### config.mk
export PLATFORM = sky130hd
export DESIGN_NAME = bin2bcd_conv
export DESIGN_NICKNAME = d
export VERILOG_FILES = /design/src/rtl/bin2bcd_conv_pkg.sv /design/src/rtl/bin2bcd_conv_bcd_adj3.sv /design/src/rtl/bin2bcd_conv.sv
export SDC_FILE = /design/constraint.sdc
export NUM_CORES = 1
export LEC_CHECK = 0
export BUFFER_PORTS_ARGS = -buffer_cell sky130_fd_sc_hd__buf_2
export CAP_MARGIN = 20
export CORE_MARGIN = 2
export CORE_UTILIZATION = 57
export DETAILED_ROUTE_END_ITERATION = 6
export PLACE_DENSITY = 0.79
export SETUP_SLACK_MARGIN = 0.5
export SYNTH_ARGS = -nofsm -noshare
export SYNTH_HDL_FRONTEND = slang
export SYNTH_SLANG_ARGS = --single-unit
### constraint.sdc
create_clock -name clk -period 1.7 [get_ports clk]
set_clock_uncertainty 0.05 [all_clocks]
set_input_delay 0.085 -clock clk [delete_from_list [all_inputs] [get_ports clk]]
set_output_delay 0.085 -clock clk [all_outputs]
set_load 0.03 [all_outputs]
### src/rtl/bin2bcd_conv_pkg.sv
// Shared constants and state encoding for the binary-to-BCD converter.
// Default widths suit a four-digit decimal display fed from a 14-bit count.
package bin2bcd_conv_pkg;

  localparam int BIN_W_DEF  = 14;
  localparam int DIGITS_DEF = 4;

  // Largest value that fits in four decimal digits; above it the result saturates.
  localparam int          BCD_MAX = 9999;
  localparam logic [15:0] SAT_BCD = 16'h9999;

  typedef enum logic [1:0] {
    IDLE  = 2'd0,
    SHIFT = 2'd1,
    DONE  = 2'd2
  } state_e;

endpackage

### src/rtl/bin2bcd_conv_bcd_adj3.sv
// Single-digit double-dabble corrector: adds 3 to a digit of 5 or more, purely combinational.
// A corrected digit stays within 4 bits, so the carry-out is deliberately dropped.
module bcd_adj3 (
  input  logic [3:0] d_i,
  output logic [3:0] d_o
);

  assign d_o = (d_i >= 4'd5) ? (d_i + 4'd3) : d_i;

endmodule

### src/rtl/bin2bcd_conv.sv
// Sequential binary-to-BCD converter, one bit per clock; done pulses BIN_W+1 edges after accept.
// No backpressure: start is only honoured in IDLE, and bcd/ovf hold until the next done.
module bin2bcd_conv
  import bin2bcd_conv_pkg::*;
#(
  parameter int BIN_W  = BIN_W_DEF,
  parameter int DIGITS = DIGITS_DEF
) (
  input  logic                  clk,
  input  logic                  rst,
  input  logic                  start,
  input  logic [BIN_W-1:0]      bin,
  output logic                  busy,
  output logic                  done,
  output logic [4*DIGITS-1:0]   bcd,
  output logic                  ovf
);

  localparam int BCD_W  = 4 * DIGITS;
  localparam int WORK_W = BCD_W + BIN_W;
  localparam int CNT_W  = (BIN_W > 1) ? $clog2(BIN_W) : 1;

  localparam logic [CNT_W-1:0] LAST_CNT = CNT_W'(BIN_W - 1);
  localparam logic [BCD_W-1:0] SAT_VAL  = {DIGITS{4'h9}};

  state_e             state_q, state_d;
  logic [CNT_W-1:0]   cnt_q, cnt_d;
  logic [WORK_W-1:0]  work_q, work_d;
  logic               ovf_flag_q, ovf_flag_d;
  logic [BCD_W-1:0]   bcd_q, bcd_d;
  logic               ovf_q, ovf_d;
  logic               done_q, done_d;
  logic               busy_q, busy_d;
  logic [BCD_W-1:0]   scratch_adj;

  for (genvar g = 0; g < DIGITS; g++) begin : g_adj
    bcd_adj3 u_adj (
      .d_i (work_q[BIN_W + 4*g +: 4]),
      .d_o (scratch_adj[4*g +: 4])
    );
  end

  always_comb begin
    state_d    = state_q;
    cnt_d      = cnt_q;
    work_d     = work_q;
    ovf_flag_d = ovf_flag_q;
    bcd_d      = bcd_q;
    ovf_d      = ovf_q;
    done_d     = 1'b0;
    busy_d     = 1'b0;

    case (state_q)
      IDLE: begin
        if (start) begin
          state_d    = SHIFT;
          work_d     = {{BCD_W{1'b0}}, bin};
          cnt_d      = '0;
          ovf_flag_d = (int'(bin) > BCD_MAX);
          busy_d     = 1'b1;
        end
      end
      SHIFT: begin
        // Digits are corrected first, then the whole register shifts as one.
        work_d = {scratch_adj, work_q[BIN_W-1:0]} << 1;
        cnt_d  = cnt_q + CNT_W'(1);
        if (cnt_q == LAST_CNT) begin
          state_d = DONE;
        end else begin
          busy_d = 1'b1;
        end
      end
      DONE: begin
        state_d = IDLE;
        bcd_d   = ovf_flag_q ? SAT_VAL : work_q[WORK_W-1 -: BCD_W];
        ovf_d   = ovf_flag_q;
        done_d  = 1'b1;
      end
      default: begin
        state_d = IDLE;
      end
    endcase
  end

  always_ff @(posedge clk or negedge rst) begin
    if (!rst) begin
      state_q    <= IDLE;
      cnt_q      <= '0;
      work_q     <= '0;
      ovf_flag_q <= 1'b0;
      bcd_q      <= '0;
      ovf_q      <= 1'b0;
      done_q     <= 1'b0;
      busy_q     <= 1'b0;
    end else begin
      state_q    <= state_d;
      cnt_q      <= cnt_d;
      work_q     <= work_d;
      ovf_flag_q <= ovf_flag_d;
      bcd_q      <= bcd_d;
      ovf_q      <= ovf_d;
      done_q     <= done_d;
      busy_q     <= busy_d;
    end
  end

  assign busy = busy_q;
  assign done = done_q;
  assign bcd  = bcd_q;
  assign ovf  = ovf_q;

endmodule

Yosys cells after proc, flatten, opt, wreduce, memory -nomap -nowiden --
Index checks and enable logic that the tools add are counted.
Operators by class: order comparisons 5, mux-type cells 16, $add $sub $neg 5, equality and inequality tests 5, reduce and logical (&&, ||, !) cells 5, div/mod/pow operators 0, multiply operators 0, bitwise gates (word level) 0, shift operators 0
Operators by type and width (number):
- case mux 30 bit (2 select lines) | 1
- 2-to-1 mux 30 bit | 1
- >= comparator 4 x 3 -> 1 bit, second input constant | 4
- 2-to-1 mux 16 bit | 1
- 2-to-1 mux 4 bit | 4
- > comparator 14 bit, second input constant | 1
- adder 4 x 2 -> 4 bit, second input constant | 3
- case mux 4 bit (2 select lines) | 1
- AND reduction 2 bit | 3
- adder 4 x 1 -> 4 bit, second input constant | 1
- equality test 4 bit, second input constant | 1
- 2-to-1 mux 2 bit | 2
- != test 2 bit, second input constant | 2
- case mux 2 bit (2 select lines) | 1
- adder 3 x 2 -> 3 bit, second input constant | 1
- 2-to-1 mux 1 bit | 3
- 2-to-1 mux 3 bit | 1
- equality test 2 x 1 -> 1 bit, second input constant | 1
- equality test 2 bit, second input constant | 1
- logical NOT 2 bit | 1
- case mux 1 bit (2 select lines) | 1
- nonzero test 2 bit | 1
Word-level totals: latch bits 0, RAM bits 0, output and inout port bits 19, bits in read-only memories 0, flip-flop bits (word level) 56, logic and storage cells 44, memories 0, bits of input ports 17

Depth between registers and ports, before layout --
Gate-level depths: netlist of run 1.
depth after elaboration 3, gate-level depth with buffers 6, depth with buffers taken out 5

Modules after synthesis --
A second synthesis of run 1 with hierarchy kept.
Unflattened totals: cells, all modules 304, area, all modules 2725.1 sq um
Modules (own cells, without submodules):
- bin2bcd_conv | sequential area each 1401.3 sq um, cells an instance 240, area an instance 2319.7 sq um, times used 1
- bcd_adj3 | sequential area each 0.0 sq um, cells an instance 16, area an instance 101.3 sq um, times used 4

Least setup slack after synthesis of run 1 --
OpenSTA, ideal clock, no wires.
kind register -> register, from reg work_q[14], to reg work_q[16], arrival time 1.220 ns, setup time 0.116 ns, required time 1.534 ns, clock period less this slack 1.386 ns, stages on the path, launching flop included 6, setup slack 0.314 ns, buffers on the path 0, cell sequence dfrtp_1 inv_1 ha_1 nor2b_1 o21a_1 o311ai_0
On the way: longest elaborated chain between the ends 3, elaborated cells on any way between the ends 4, classes of those cells add/sub: 1; order compare: 1; mux: 2
RTL lines:
- from (decl) | line bin2bcd_conv.sv:28 | logic [WORK_W-1:0] work_q, work_d;
- from (signal assigned) | line bin2bcd_conv.sv:98 | work_q <= work_d;
- adder 4 x 2 -> 4 bit / >= comparator 4 x 3 -> 1 bit (equally long branches) | line bin2bcd_conv_bcd_adj3.sv:8 | assign d_o = (d_i >= 4'd5) ? (d_i + 4'd3) : d_i;
- 2-to-1 mux 4 bit * | line bin2bcd_conv_bcd_adj3.sv:8
- case mux 30 bit (2 select lines) * | line bin2bcd_conv.sv:53 | case (state_q)
Every way passes the cells marked *; elsewhere a longest branch is shown, timed or not. A chain may end at the register's enable or synchronous reset.

Worst setup path after layout of run 1 --
from reg state_q[1], to reg work_q[4]
On the way: longest elaborated chain between the ends 3, elaborated cells on any way between the ends 6, classes of those cells eq/ne: 2; mux: 1; reduce/logical: 3
RTL lines:
- from (decl) | line bin2bcd_conv.sv:26 | state_e state_q, state_d;
- from (signal assigned) | line bin2bcd_conv.sv:96 | state_q <= state_d;
- equality test 2 x 1 -> 1 bit / logical NOT 2 bit (equally long branches) | line bin2bcd_conv.sv:53
- nonzero test 2 bit (no source line) / != test 2 bit (equally long branches)
- AND reduction 2 bit (no source line)
Parallel ways exist; a longest one is shown, timed or not.

==> results of run 1 <==
==> worst reg2reg max path, cell delays in order, from the launching register on <==
cell and delay (ns):
sky130_fd_sc_hd__dfrtp_2 0.46, sky130_fd_sc_hd__buf_6 0.15, sky130_fd_sc_hd__nor2b_4 0.19, sky130_fd_sc_hd__buf_6 0.16, sky130_fd_sc_hd__buf_16 0.13, sky130_fd_sc_hd__a22oi_2 0.07, sky130_fd_sc_hd__o21ai_1 0.22
==> power by group <==
group	internal (mW)	switching, mW	total (mW)
clock	0.737	0.480	1.22
sequential	1.85	0.742	2.59
combinational	2.52	2.89	5.41
total	5.10	4.11	9.21
==> per-layer routing <==
metal / GRT usage (%) / wire, um / up-vias
met4: 12.9 / 819 / 0
met1: 43.7 / 4220 / 1487
met5: 0 / 0 / -
li1: - / - / 1166
met2: 55.3 / 5560 / 317
met3: 6.64 / 1320 / 93
==> cell usage after synthesis, types with 2 or more instances <==
master and number:
sky130_fd_sc_hd__o32ai_1 3, sky130_fd_sc_hd__o21a_1 4, sky130_fd_sc_hd__buf_2 6, sky130_fd_sc_hd__nor2_1 8
sky130_fd_sc_hd__a21oi_1 13, sky130_fd_sc_hd__nand2b_1 2, sky130_fd_sc_hd__o311ai_1 3, sky130_fd_sc_hd__inv_1 18
sky130_fd_sc_hd__o21ai_1 4, sky130_fd_sc_hd__o21ai_0 26, sky130_fd_sc_hd__buf_4 3, sky130_fd_sc_hd__o31ai_1 7
sky130_fd_sc_hd__o31ai_2 5, sky130_fd_sc_hd__o221ai_1 4, sky130_fd_sc_hd__a32o_1 4, sky130_fd_sc_hd__nor2b_1 17
sky130_fd_sc_hd__clkbuf_1 3, sky130_fd_sc_hd__o2111ai_1 8, sky130_fd_sc_hd__a22oi_1 13, sky130_fd_sc_hd__and3_1 2
sky130_fd_sc_hd__xnor2_1 3, sky130_fd_sc_hd__buf_6 4, sky130_fd_sc_hd__dfrtp_1 56, sky130_fd_sc_hd__nand2_1 29
sky130_fd_sc_hd__ha_1 10
==> final cells by class <==
cell class / instances / area [um2] / share of cell area [%]
Tap cell: 67 / 83.8 / 1.92
Sequential cell: 56 / 1410 / 32.3
Timing Repair Buffer: 96 / 835 / 19.1
Clock inverter: 3 / 90.1 / 2.07
Clock buffer: 5 / 68.8 / 1.58
Inverter: 18 / 70.1 / 1.61
Multi-Input combinational cell: 183 / 1810 / 41.4
==> flip-flops by register name, summed over array words and instances, names as in the netlist <==
register and count:
cnt_q 4, ovf 1, busy 1, state_q 2, bcd 16, work_q 30, done 1, ovf_flag_q 1
==> cell families after synthesis <==
| family | Yosys count |
|---|---|
| muxes | 2 |
| DFF | 56 |
| and+or+nand+nor | 67 |
| xor gates and xnor gates | 3 |
| buffers and inverters | 35 |
| adders and majority gates | 10 |
| AOI/OAI and AO/OA | 100 |
==> how the worst min path moves through the flow <==
stage	startpoint	end	cells past startpoint
global route	bin[1]	work_q[1]$_DFFE_PN0P_	3
global placement	rst	done$_DFF_PN0_	1
CTS	bin[9]	work_q[9]$_DFFE_PN0P_	3
detailed placement	rst	done$_DFF_PN0_	1
floorplan	rst	bcd[0]$_DFFE_PN0P_	0
finish	bin[1]	work_q[1]$_DFFE_PN0P_	3
==> through the flow <==
| step | power, mW | area (um2) | hold slack [ns] | setup WS [ns] | utilization [%] |
|---|---|---|---|---|---|
| after global routing | 9.45 | 4360 | 0.0577 | 0.0987 | 91.7 |
| after floorplan | 4.47 | 2930 | -0.261 | 0.401 | - |
| after detailed placement | 5.18 | 3130 | 0.0417 | 0.218 | 65.9 |
| after CTS | 7.57 | 3880 | 0.00230 | 0.349 | 81.6 |
| after global placement | 5.08 | 3130 | 0.0375 | 0.240 | 65.9 |
| final | 9.21 | 4360 | 0.0393 | 0.145 | 91.7 |
==> timing repair <==
item / 4_1_cts / 5_1_grt
endpoints found under the setup margin: 54 / 54
hold endpoints to repair: 25 / 0
gates resized for setup: 71 / 78
setup buffers: 33 / 8
hold buffers: 4 / 0
pin swaps: 18 / 22
gates cloned: 4 / 3
==> results by stage, run 1 <==
Run status:
- The run finished with clean final reports.

Clock network:
- The clock net in this run drives a total of 56 sinks.
- The clock-pin slew on the worst setup and hold paths is 0.11 ns.
- The TritonCTS clock tree is done.
- Clock latency on the worst-skew pair, taken at its later pin, is 0.32 ns.
- In this run, CTS created clock tree buffers numbering 5.
- The H-tree was split into 2 levels.
- The cell sitting at the root of the clock tree is a sky130_fd_sc_hd__clkbuf_8.
- The clock passes through at most 2 buffers.

Cells and area:
- The library cell used most frequently in the layout, excluding fill and tap cells, is sky130_fd_sc_hd__dfrtp_1.
- In the final design database the tool counted 387 nets.
- The share of cells above drive strength 1 is 56.5%.
- The non-filler instance count after layout is 428.
- The number of antenna diodes in the final layout is 0.
- Counting the fill cells in the layout gives 164.
- In the layout the commonest cells are 52 x sky130_fd_sc_hd__dfrtp_1, 36 x sky130_fd_sc_hd__buf_4, 35 x sky130_fd_sc_hd__buf_2.
- Compared with the post-synthesis result, the final layout area differs by 55.1%.

Floorplanning:
- The starting density of the core is 59.1%.
- The number of placement rows is 25.
- The floorplan step defined a core boundary enclosing 0.00475 mm2.
- The I/O pin total is 36.
- The height of the die is 74.2 um.
- The floorplan step defined a die boundary enclosing 0.00551 mm2.
- From left edge to right edge, the die measures 74.2 um.

Worst setup path:
- STA classifies the critical path startpoint as a register.
- The slack of the worst reg-to-reg path is 0.15 ns.
- The most critical setup path has its endpoint at work_q[4]$_DFFE_PN0P_.
- The cell type of the slowest stage on the worst timing path is sky130_fd_sc_hd__dfrtp_2.
- For the worst flop-to-flop path, the logic depth is 6.
- The endpoint type of the worst setup path is a register.
- The dominant delay contributor by cell family on the critical path is flip-flops.
- The end of the worst register-to-register path is work_q[4]$_DFFE_PN0P_.
- The critical path contains buffers and inverters numbering 3 combined.
- The delay of the slowest critical-path stage is 0.46 ns.
- The most critical setup path has its startpoint at state_q[1]$_DFFE_PN0P_.
- The startpoint identified for the worst register-to-register timing path is state_q[1]$_DFFE_PN0P_.
- The signal on the critical path passes through buf_6, nor2b_4, buf_6, buf_16, a22oi_2, o21ai_1.
- The most frequent cell on the critical path is sky130_fd_sc_hd__buf_6.
- The type of the setup path with the least slack is register to register.
- The required time reported for the critical path endpoint is 1.85 ns.
- Of all nets on the critical path, the largest fanout is 7.
- The data arrival time of the critical path is 1.70 ns.
- The cell count along the critical path is 6.

Min path:
- The tightest min-delay check is of the input pin to register type.

Yosys:
- After Yosys synthesis, full adders, half adders and majority gates account for 4.45% of the synthesized area.
- After synthesis, the cell types taking the most area are sky130_fd_sc_hd__dfrtp_1 50%, sky130_fd_sc_hd__o21ai_0 4.6%, sky130_fd_sc_hd__ha_1 4.5%.
- The Yosys step of the flow raised 0 warnings.
- Dividing the synthesized area by the synthesized cell count gives 10.3 um2.
- The count of different cell masters after synthesis is 43.
- The synthesized-area fraction occupied by ao, oa, aoi and oai cells is 25.3%.
- The proportion of register bits with asynchronous set or reset after synthesis is 100%.
- Of all cell types, the one taking the most synthesized area is sky130_fd_sc_hd__dfrtp_1.
- The area fraction in and, or, nand and nor cells after synthesis is 12.3%.
- Synthesis produced a netlist with a net count of 300.
- The number of flops mapped to enable cells by yosys is 0.
- Synthesis produced a netlist whose cell count is 273.
- Summing the areas of all xor and xnor instances in the mapped netlist gives 0.935% of the synthesized area.
- The area fraction of the dominant cell type after synthesis is 49.8%.
- The multiplexer share of the synthesized area is 0.757%.
- Among all flip-flop cells after synthesis, the most frequent one is sky130_fd_sc_hd__dfrtp_1.
- The post-synthesis register bit count is 56.
- The netlist area before placement is 0.00281 mm2.
- After synthesis, the largest family of logic cells by area is compound AO/OA/AOI/OAI gates.
- The portion of the post-synthesis area used by sequential elements is 49.8%.

STA:
- The final worst-path cycle share is 91.4%.
- The slew of the pin with the lowest slew margin is 0.581 ns.
- Setup repair after global routing could not meet its margin everywhere.
- For the final routed database, the setup TNS stands at 0 ns.
- After layout, the minimum clock period comes to 1.55 ns.
- The final count of negative-setup-slack endpoints is 0.
- The number of endpoints with negative hold slack in the final report was 0.
- Timing would allow up to 0.643 GHz.
- The number of max-slew violations in the final report is 0.
- Headroom to the max-slew limit came out at 61.2%.

Global routing:
- The initial antenna violation count was 0.
- Global routing used 33.4% of the available tracks.
- The total congestion overflow is 0.
- The first-pass GRT wire length is 13900 um.
- The via count of the first global-routing pass came to 2683.
- The pin count of the biggest net entering global routing is 25.

Drt:
- In the final routed layout, each cell accounts on average for 27.9 um.
- The routed wire length is 11900 um.
- After detailed routing, the number of remaining DRC violations is 0.
- In this run, the number of DRC markers left after iteration 0 of detailed routing was 374.
- The number of vias in the routed layout is 3063.
- The detailed-router iteration count before antenna repair is 5.
- The detail route stage leaves a number of antenna-violating nets equal to 0.
- After detailed routing, the number of vias per cell comes to 7.16.

Power:
- In this run the static leakage power is 1.95 nW.
- The maximum vdd ir drop is 1.41 mV.
- The total power divided by cell area is 2110 mW/mm2.

Placement:
- Routability-driven placement finished with a final weighted congestion of 0.885.
- After detailed placement, the design holds a cell count of 368.
- The HPWL after detailed placement is 4080 um.
- The port buffer count is 35.

Run:
- The max-capacitance violation count is 0.
Power figures use the tool's default switching activity.
==> inputs of run 2 (changes only) <==
- SYNTH_HIERARCHICAL: not set -> 1
- TNS_END_PERCENT: not set -> 30
==> results by stage, run 2 <==
Run status:
- The flow ran to the end, and the final reports show no timing, DRC or antenna violations.

Power:
- Overall power consumption after layout is estimated at 6.65 mW.
- Combinational logic burns 49.1% of the power.
- The net switching share of the total power is 41.7%.
- Per report_power, the sequential group accounts for 36.9% of the total.
- The part of the total power dissipated in the clock network is 14.0%.
- The analysis attributes to net switching a power of 2.77 mW.
- The maximum vdd ir drop is 0.853 mV.
- The analysis attributes to cell leakage a power of 1.71 nW.
- The total power divided by cell area is 1950 mW/mm2.
- The internal power contribution is 3.87 mW.

Cells and area:
- The non-filler instance count after layout is 416.
- After routing the design area is 0.00341 mm2.
- The most flop-heavy register is work_q.
- The flip-flop count of the largest register after layout is 30.
- 0 antenna diodes ended up in the layout.
- The area added between synthesis and finish is 25.9%.
- Leaving out fill and tap cells, the most frequent cells in the layout are 81 x sky130_fd_sc_hd__nand2_1, 52 x sky130_fd_sc_hd__dfrtp_1, 36 x sky130_fd_sc_hd__buf_2.
- The most frequent standard cell in the layout excluding fill and tap cells is sky130_fd_sc_hd__nand2_1.
- In the final design database the tool counted 388 nets.
- Of the cells placed in the final design, the portion with a size suffix greater than 1 is 27.3%.

Clock network:
- The clock drives 56 sinks.
- After clock tree synthesis, the clock-pin slew on the worst setup and hold paths is 0.10 ns.
- TritonCTS built the clock tree.
- At the later pin of the worst-skew pair, clock insertion delay measures 0.31 ns.
- Counting the buffers created by CTS gives 5.
- No sink is reached through more buffers than the 2 on the longest clock path.
- The deepest level of the CTS H-tree is 2.
- The clock tree root driver cell is sky130_fd_sc_hd__clkbuf_8.

STA:
- Setup violations remaining at the end of the flow were counted as 0.
- The number of endpoints with negative hold slack in the final report is 0.
- The worst hold margin is 0.0221 ns.
- The setup TNS after final layout is 0 ns.
- The number of max-slew violations in the final report is 0.
- The maximum clock frequency is 0.718 GHz.
- The minimum clock period is 1.39 ns.
- The normalized max-slew margin is 61.6%.
- The final worst-path cycle share is 82.0%.
- At the pin with the least slew margin, the transition time is 0.575 ns.
- Setup repair after global routing could not meet its margin everywhere.

Placement:
- The global placer's final weighted congestion is 0.835.
- The cell count after placement is 384.
- The count of buffers added on input and output ports is 35.
- Detailed placement finished with a half-perimeter wire length of 3570 um.
- The post-place instance area is 0.00300 mm2.

Yosys:
- The number of nets in the synthesized netlist is 327.
- A synthesized cell averages 9.02 um2.
- The yosys synthesis warning count is 6.
- The synthesized netlist occupies a cell area of 0.00271 mm2.
- The cell count after synthesis is 300.

Drt:
- In the detailed route, the total length drawn on met2 is 2800 um.
- The mean routed wirelength per cell is 13.7 um.
- The uppermost layer routed is met4.
- For this block, the via count after detailed routing is 2225.
- The via-per-instance ratio is 5.35.
- The DRC violation count after routing is 0.
- The routed length on met3 is 227 um.
- The count of nets left with antenna violations once routing finished came out at 0.
- After detailed routing, the wire length on met1 is 2600 um.
- The routed wire length is 5710 um.
- After the first detailed-routing iteration, the DRC count stood at 172.
- The detailed-router iteration count before antenna repair is 4.

Floorplanning:
- The height of the die is 72.9 um.
- The area of the placeable core is 0.00466 mm2.
- The die footprint is 0.00531 mm2.
- Pin placement for this block handled 36 I/O pins.
- The die is 72.9 um wide.
- For this configuration, the core starts out at a cell density of 58.0%.
- The number of placement rows is 25.

Worst setup path:
- The type of element launching the critical path is a register.
- The worst setup path is captured at a register.
- The maximum fanout count along the critical path is 3.
- The type of the setup path with the least slack is register to register.
- Data on the critical path is required at its endpoint by 1.89 ns.
- The data arrival time of the critical path is 1.59 ns.
- Across all register-to-register paths, the minimum setup slack is 0.31 ns.

Global routing:
- The first global-routing pass estimated 9250 um of wire.
- For this run the aggregate overflow at the end of global routing stands at 0.
- The total track usage is 22.5%.
- The initial antenna violation count was 0.
- The via count of the first global-routing pass is 2043.
- The pin count of the biggest net entering global routing is 27.

Min path:
- The path class of the tightest hold or removal check is input pin to register.

Run:
- The max-capacitance violation count is 0.
-- run 2: changes by cell type in the layout (fill, tap and decap cells not counted), moves of 10 or more --
cell,before,now
sky130_fd_sc_hd__nand2b_1,0,13
sky130_fd_sc_hd__buf_6,11,1
sky130_fd_sc_hd__nand2_4,13,0
sky130_fd_sc_hd__o21ai_0,4,22
sky130_fd_sc_hd__a21oi_1,13,1
sky130_fd_sc_hd__nand2_1,11,81
sky130_fd_sc_hd__a22oi_2,13,0
sky130_fd_sc_hd__o21ai_2,13,0
sky130_fd_sc_hd__buf_4,36,22
sky130_fd_sc_hd__nand3_1,0,19
sky130_fd_sc_hd__nor2b_1,13,0
sky130_fd_sc_hd__nor2_1,8,18
-- run 2: repair_timing --
action / 4_1_cts / 5_1_grt
setup buffers: 10 / 2
hold endpoints to repair: 31 / 0
cloned: 2 / 1
resized for setup: 16 / 7
pin swaps: 1 / 4
hold buffers: 9 / 0
setup endpoints to repair: 49 / 56
-- run 2: layout make-up --
cell class | count | area [um2]
Fill cell | 337 | 1250
Clock inverter | 1 | 30.0
Sequential cell | 56 | 1410
Inverter | 10 | 37.5
Clock buffer | 7 | 96.3
Multi-Input combinational cell | 220 | 1320
Timing Repair Buffer | 68 | 447
Tap cell | 54 | 67.6
-- run 2: path summary, 6_finish.rpt --
| check | start | endpoint | depth (start not counted) |
|---|---|---|---|
| max | work_q[23]$_DFFE_PN0P_ | work_q[24]$_DFFE_PN0P_ | 7 |
| min | bin[7] | work_q[7]$_DFFE_PN0P_ | 3 |
| max reg2reg | work_q[23]$_DFFE_PN0P_ | work_q[24]$_DFFE_PN0P_ | 7 |
| min reg2reg | bcd[3]$_DFFE_PN0P_ | bcd[3]$_DFFE_PN0P_ | 2 |
| max in group asynchronous | rst | state_q[1]$_DFFE_PN0P_ | 3 |
| min in group asynchronous | rst | done$_DFF_PN0_ | 2 |
-- run 2: per-stage QoR --
stage                     setup slack (ns)  utilization [%]
after global placement               0.275             64.4
after CTS                            0.322             72.2
after floorplan                      0.379                -
after global routing                 0.220             73.1
final                                0.306             73.1
after detailed placement             0.235             64.4
-- run 2: worst max-delay path, cell delays in order, from the launching register on --
cell and delay, ns:
sky130_fd_sc_hd__dfrtp_1 0.39, sky130_fd_sc_hd__inv_2 0.08, sky130_fd_sc_hd__ha_4 0.15, sky130_fd_sc_hd__nand2b_4 0.14, sky130_fd_sc_hd__a21oi_4 0.16, sky130_fd_sc_hd__mux2i_1 0.22, sky130_fd_sc_hd__nand2_1 0.07, sky130_fd_sc_hd__nand2_1 0.06
-- run 2: power by group through the flow --
stage | clock (mW) | sequential [mW] | combinational [mW]
finish | 0.933 | 2.45 | 3.26
CTS | 0.958 | 2.43 | 3.20
global route | 1.00 | 2.54 | 3.64
floorplan | 0 | 2.68 | 1.93
detailed placement | 0 | 2.47 | 2.83
global placement | 0 | 2.45 | 2.73
-- run 2: layer usage --
| metal | global-route usage [%] | vias up |
|---|---|---|
| li1 | - | 1120 |
| met1 | 28.9 | 1040 |
| met2 | 38.7 | 58 |
| met3 | 4.42 | 7 |
| met4 | 6.79 | 0 |
| met5 | 0 | - |
